$ cat src/rtl/cache_stats_unit.sv
// Cache event statistics: saturating per-channel counters, an atomic
// snapshot/clear handshake, indexed snapshot readout, and a sequential
// hit-ratio divider (hits / (hits + misses)) that tolerates zero accesses.
module cache_stats_unit #(
  parameter int NUM_EVENTS = 4,
  parameter int CNT_W      = 32,
  parameter int FRAC_W     = 16
) (
  input  logic                          clk,
  input  logic                          reset,
  input  logic [NUM_EVENTS-1:0]         event_in,
  input  logic                          clear,
  input  logic                          snap_req,
  input  logic                          snap_clear,
  output logic                          snap_ack,
  input  logic [$clog2(NUM_EVENTS)-1:0] rd_idx,
  output logic [CNT_W-1:0]              rd_data,
  input  logic                          ratio_start,
  output logic                          ratio_busy,
  output logic                          ratio_valid,
  output logic [FRAC_W:0]               ratio_out,
  output logic [NUM_EVENTS-1:0]         sat_flags
);

  localparam int IDX_W  = $clog2(NUM_EVENTS);
  localparam int TAB_N  = 1 << IDX_W;
  localparam int STEP_W = $clog2(FRAC_W + 1);
  localparam logic [CNT_W-1:0]  CNT_MAX   = '1;
  localparam logic [STEP_W-1:0] LAST_STEP = STEP_W'(FRAC_W);

  typedef enum logic [1:0] {S_IDLE, S_CALC, S_DONE} state_t;

  logic [CNT_W-1:0]      r_live [NUM_EVENTS];
  logic [CNT_W-1:0]      r_snap [NUM_EVENTS];
  logic [NUM_EVENTS-1:0] r_sat;
  logic                  r_ack;
  logic [CNT_W-1:0]      r_rd;
  logic [CNT_W-1:0]      w_rd_tab [TAB_N];

  state_t                r_state, w_state_nxt;
  logic [CNT_W+1:0]      r_rem;
  logic [CNT_W:0]        r_den;
  logic [FRAC_W-1:0]     r_quo;
  logic [STEP_W-1:0]     r_step;
  logic [FRAC_W:0]       r_ratio;
  logic [CNT_W:0]        w_den_start;
  logic                  w_ge;
  logic [CNT_W+1:0]      w_rem_sub;

  // Live counters: clear wins, snap_clear restarts from this cycle's event, else saturating count.
  // NOTE: sequential state uses non-blocking (<=) so every register samples pre-edge values.
  always_ff @(posedge clk or posedge reset) begin
    if (reset) begin
      for (int i = 0; i < NUM_EVENTS; i++) r_live[i] <= '0;
      r_sat <= '0;
    end else begin
      for (int i = 0; i < NUM_EVENTS; i++) begin
        if (clear) begin
          r_live[i] <= '0;
          r_sat[i]  <= 1'b0;
        end else if (snap_req && snap_clear) begin
          r_live[i] <= CNT_W'(event_in[i]);
          r_sat[i]  <= 1'b0;
        end else if (event_in[i] && (r_live[i] != CNT_MAX)) begin
          r_live[i] <= r_live[i] + CNT_W'(1);
          if (r_live[i] == CNT_MAX - CNT_W'(1)) r_sat[i] <= 1'b1;
        end
      end
    end
  end

  // Snapshot capture of the pre-edge live values, plus the acknowledge pulse.
  // NOTE: the snapshot array is reset because its contents are observable through rd_data and the divider.
  always_ff @(posedge clk or posedge reset) begin
    if (reset) begin
      for (int i = 0; i < NUM_EVENTS; i++) r_snap[i] <= '0;
      r_ack <= 1'b0;
    end else begin
      if (snap_req) r_snap <= r_live;
      r_ack <= snap_req;
    end
  end

  // Readout table padded with zeros so indices beyond NUM_EVENTS read 0.
  for (genvar g = 0; g < TAB_N; g++) begin : g_tab
    if (g < NUM_EVENTS) begin : g_used
      assign w_rd_tab[g] = r_snap[g];
    end else begin : g_pad
      assign w_rd_tab[g] = '0;
    end
  end

  // Registered snapshot readout.
  always_ff @(posedge clk or posedge reset) begin
    if (reset) r_rd <= '0;
    else       r_rd <= w_rd_tab[rd_idx];
  end

  // Divider state register.
  always_ff @(posedge clk or posedge reset) begin
    if (reset) r_state <= S_IDLE;
    else       r_state <= w_state_nxt;
  end

  // Divider next state and one restoring-division step; a zero denominator
  // resolves in its first CALC cycle without iterating.
  // NOTE: every always_comb output gets a default first so no latch is inferred.
  always_comb begin
    w_state_nxt = r_state;
    w_den_start = {1'b0, r_snap[0]} + {1'b0, r_snap[1]};
    w_ge        = (r_rem >= {1'b0, r_den});
    w_rem_sub   = w_ge ? (r_rem - {1'b0, r_den}) : r_rem;
    unique case (r_state)
      S_IDLE: if (ratio_start) w_state_nxt = S_CALC;
      S_CALC: if ((r_den == '0) || (r_step == LAST_STEP)) w_state_nxt = S_DONE;
      S_DONE: w_state_nxt = S_IDLE;
      default: w_state_nxt = S_IDLE;
    endcase
  end

  // Divider datapath: latch operands at start, shift in one quotient bit per CALC cycle.
  always_ff @(posedge clk or posedge reset) begin
    if (reset) begin
      r_rem   <= '0;
      r_den   <= '0;
      r_quo   <= '0;
      r_step  <= '0;
      r_ratio <= '0;
    end else begin
      unique case (r_state)
        S_IDLE: begin
          if (ratio_start) begin
            r_rem  <= {2'b00, r_snap[0]};
            r_den  <= w_den_start;
            r_quo  <= '0;
            r_step <= '0;
          end
        end
        S_CALC: begin
          if (r_den == '0) begin
            r_ratio <= '0;
          end else begin
            r_rem  <= w_rem_sub << 1;
            r_quo  <= {r_quo[FRAC_W-2:0], w_ge};
            r_step <= r_step + STEP_W'(1);
            if (r_step == LAST_STEP) r_ratio <= {r_quo, w_ge};
          end
        end
        default: ;
      endcase
    end
  end

  assign snap_ack    = r_ack;
  assign rd_data     = r_rd;
  assign sat_flags   = r_sat;
  assign ratio_out   = r_ratio;
  assign ratio_valid = (r_state == S_DONE);
  assign ratio_busy  = (r_state == S_CALC) && (r_den != '0);

endmodule

$ cat config.mk
export PLATFORM = sky130hd
export DESIGN_NAME = cache_stats_unit
export DESIGN_NICKNAME = d
export VERILOG_FILES = /design/src/rtl/cache_stats_unit.sv
export SDC_FILE = /design/constraint.sdc
export NUM_CORES = 1
export LEC_CHECK = 0
export CAP_MARGIN = 30
export CORE_UTILIZATION = 50
export CTS_BUF_LIST = sky130_fd_sc_hd__clkbuf_8
export DETAILED_ROUTE_END_ITERATION = 10
export GPL_TIMING_DRIVEN = 0
export PLACE_DENSITY = 0.76
export SLEW_MARGIN = 40
export SYNTH_ARGS = -nofsm -noshare
export SYNTH_HDL_FRONTEND = slang
export SYNTH_SLANG_ARGS = --single-unit
$ cat constraint.sdc
create_clock -name clk -period 20.7 [get_ports clk]
set_input_delay 6.21 -clock clk [delete_from_list [all_inputs] [get_ports clk]]
set_output_delay 6.21 -clock clk [all_outputs]
set_load 0.005 [all_outputs]
==> flow_summary_export.csv <==
group,metric,value,unit
synth,synth_nets,2036,
timing,drv_slew,0,
timing,hold_viol,0,
synth,ys_warn_count,0,
finish,antennaDiodeCount,0,
placement,io_buffers,66,
critical_path,crit_cells,7,
critical_path,crit_end,"ratio_busy",
cts,clock_sinks,400,
finish,finalInstanceArea,0.0237,mm²
cts,cts-resized-gates,0,
synth,async_flop_share,100,%
cts,cts_buffers,71,
finish,post-route-util,58.0,%
synth,synth_top_area_cell,"dfrtp_1",
floorplan,die_h,205,µm
global_routing,grt_max_degree,82,
critical_path,crit_type,"reg -> out",
cts,clk_latency,0.64,ns
critical_path,path_cells,"nor4_2 > nand4_1 > nor3_1 > nand2b_1 > inv_1 > clkbuf_1 > clkdlybuf4s50_1",
synth,ys_seq_elements,400,
timing,fmaxAchievable,0.105,GHz
timing,period_share,46.2,%
flow_run,cap_violations,0,
cts,cts_tree,"built",
floorplan,initial_core_util,50.6,%
pwr,p_total,2.38,mW
detailed_routing,avgViaCountPerCell,5.90,
timing,setup_tns,0,ns
floorplan,die_x,205,µm
critical_path,max_stage_delay,0.55,ns
synth,synth.most_common_cell,"dfrtp_1",
critical_path,worstSetupStartpointType,"register",
placement,hpwlAfterDp,39.9,mm
pwr,powerDensity,100,mW/mm²
pwr,p_sw,818,µW
cts,cts_buffer_depth,3,
global_routing,grt_pass1_vias,16000,
timing,skew,0.0332,ns
synth,yosysSeqAreaShare,48.4,%
timing,worst_slew_pin_slew,0.868,ns
cts,cts-hold-fix-buffers,0,
cts,cts.clk_slew.worst_paths,0.06,ns
cts,cts_setup_buffers,0,
critical_path,crit_start,"r_den[29]",
synth,synth_edf_count,0,
status,status,"finished, final reports clean",
critical_path,path_buf_inv,3,
detailed_routing,drc,0,
critical_path,path_max_fanout,10,
synth,synth_area,0.0207,mm²
timing,slew-limit-headroom,42.1,%
timing,worst_hold_slack,0.496,ns
global_routing,grt_overflow,0,
critical_path,end_kind,"output pin",
finish,synthToLayoutAreaGrowth,14.5,%
timing,fin_crit,9.57,ns
pwr,ir_worst_vdd,0.0000763,V
critical_path,r2r_end,"r_den[30]",
pwr,combPwrFrac,31.1,%
pwr,switching_share,34.4,%
critical_path,r2r_slack,16.75,ns
global_routing,antenna_found_initial,0,
synth,netlist_instances,1947,
synth,yosys.area.top_type_share,48.4,%
pwr,p_leak,10.7,nW
hold_path,hp-start,"r_den[20]",
timing,setup-violations-final,0,
floorplan,die_area,0.0422,mm²
critical_path,r2r_cells,11,
global_routing,track_usage,26.2,%
critical_path,critical_path_required,14.49,ns
detailed_routing,antenna_left,0,
finish,layout.nets,2180,
synth,syn-mean-instance-area,10.6,µm²
global_routing,grt_pass1_wl,85.2,mm
hold_path,hold_class,"reg -> reg",
detailed_routing,drt_pass1_iterations,6,
synth,synthFlopType,"dfrtp_1",
detailed_routing,drt-initial-drc-count,1126,
placement,place_congestion,0.923,
placement,place_area,0.0222,mm²
floorplan,num_rows,74,
synth,ys_types,71,
pwr,pwr-share-seq,36.3,%
floorplan,core_area,0.0408,mm²
detailed_routing,vias,15800,
detailed_routing,routedWlPerCell,20.0,µm
critical_path,cp_slowest_cell,"clkdlybuf4s50_1",
floorplan,io_pins,68,
pwr,power.share.clock,32.6,%
synth,synthTopCellsByCount,"400 x dfrtp_1, 161 x nor2_1, 152 x nand2_1, 129 x mux2_2, 125 x o21ai_0",
synth,synth.area.top_cells,"dfrtp_1 48%, mux2_2 7.0%, ha_1 4.5%, mux4_2 3.5%, xor2_1 3.3%",
critical_path,cpLargestDelayFamily,"simple AND/OR/NAND/NOR gates",
cts,ctsHtreeMaxLevel,3,
finish,fillerInstances,3326,
detailed_routing,finalWirelength,53.5,mm
pwr,p_int,1.56,mW
critical_path,cp.arrival,3.36,ns
timing,rsz0062_at_grt,"no",
cts,clockRootBuffer,"clkbuf_8",
critical_path,reg2reg_from,"r_snap[96]",
finish,drive_gt1_share,14.3,%
==> worst min path at each step <==
| stage | to | slack (ns) | depth (start not counted) |
|---|---|---|---|
| after floorplan | r_den[18] | 0.45 | 2 |
| after global placement | r_den[20] | 0.46 | 2 |
| after detailed placement | r_den[19] | 0.47 | 2 |
| after CTS | r_den[19] | 0.49 | 2 |
| after global routing | r_snap[63] | 0.51 | 1 |
| final | r_den[20] | 0.50 | 2 |
==> tightest hold or removal path, cell delays in order (launching register included) <==
cell and delay (ns):
dfrtp_1 0.34, nand2_1 0.05, o21ai_0 0.07
==> area by class of cell <==
cell class / instances / area (µm²) / share of cell area [%]
Tap cell: 532 / 666 / 2.81
Sequential cell: 400 / 10000 / 42.3
Clock inverter: 41 / 313 / 1.32
Clock buffer: 87 / 1200 / 5.06
Buffer: 77 / 310 / 1.31
Multi-Input combinational cell: 1388 / 10100 / 42.5
Timing Repair Buffer: 71 / 798 / 3.37
Inverter: 82 / 315 / 1.33
==> stage by stage <==
stage                     worst slack [ns]  instances
after floorplan                       3.37       1947
after global placement               -1.07       2545
after detailed placement             11.69       2550
after CTS                            11.02       2678
after global routing                 10.92       2678
final                                11.13       2678
==> power groups by stage <==
stage | clock (mW) | sequential (mW) | combinational (mW)
finish | 0.775 | 0.862 | 0.738
global route | 0.824 | 0.868 | 0.811
CTS | 0.788 | 0.862 | 0.739
detailed placement | 0 | 0.875 | 0.735
global placement | 0 | 0.874 | 0.722
floorplan | 0 | 0.866 | 0.543
==> cell usage in the layout, fill, tap and decap left out, types with 31 or more instances in the layout <==
| cell | Yosys | final |
|---|---|---|
| dfrtp_1 | 400 | 400 |
| nor2_1 | 161 | 161 |
| nand2_1 | 152 | 152 |
| mux2_2 | 129 | 129 |
| o21ai_0 | 125 | 125 |
| inv_1 | 82 | 100 |
| a21oi_1 | 89 | 89 |
| clkbuf_8 | 0 | 87 |
| xor2_1 | 78 | 78 |
| ha_1 | 75 | 75 |
| clkdlybuf4s50_1 | 0 | 66 |
| xnor2_1 | 65 | 65 |
| clkbuf_1 | 64 | 63 |
| nand3_1 | 54 | 54 |
| nand4_1 | 48 | 48 |
| or3_1 | 35 | 35 |
| mux4_2 | 32 | 32 |
| mux2i_1 | 31 | 31 |
==> layer usage <==
metal  GRT usage (%)  part of all wire (%)  vias to the layer above  routed length [µm]
li1                -                     -                     7324                   -
met1            33.5                    43                     7836               22700
met2            43.2                    48                      511               25600
met3            4.23                   5.4                      134                2890
met4            12.9                   4.1                        0                2210
met5               0                     0                        -                   0
==> logic make-up after synthesis <==
group                      share of synthesized area, %
muxes                                              12.1
AOI/OAI and AO/OA                                  12.1
adders and majority gates                          4.73
and+or+nand+nor                                    13.6
buffers and inverters                              2.97
DFF                                                48.4
xor gates and xnor gates                           6.06
==> state kept, by name, summed over array words and instances (netlist names) <==
signal / cells
sat_flags: 4
r_quo: 16
r_live: 128
r_step: 5
r_snap: 128
rd_data: 32
snap_ack: 1
r_state: 2
r_rem: 34
ratio_out: 17
r_den: 33
No activity file was read; power rests on OpenSTA's default activity.
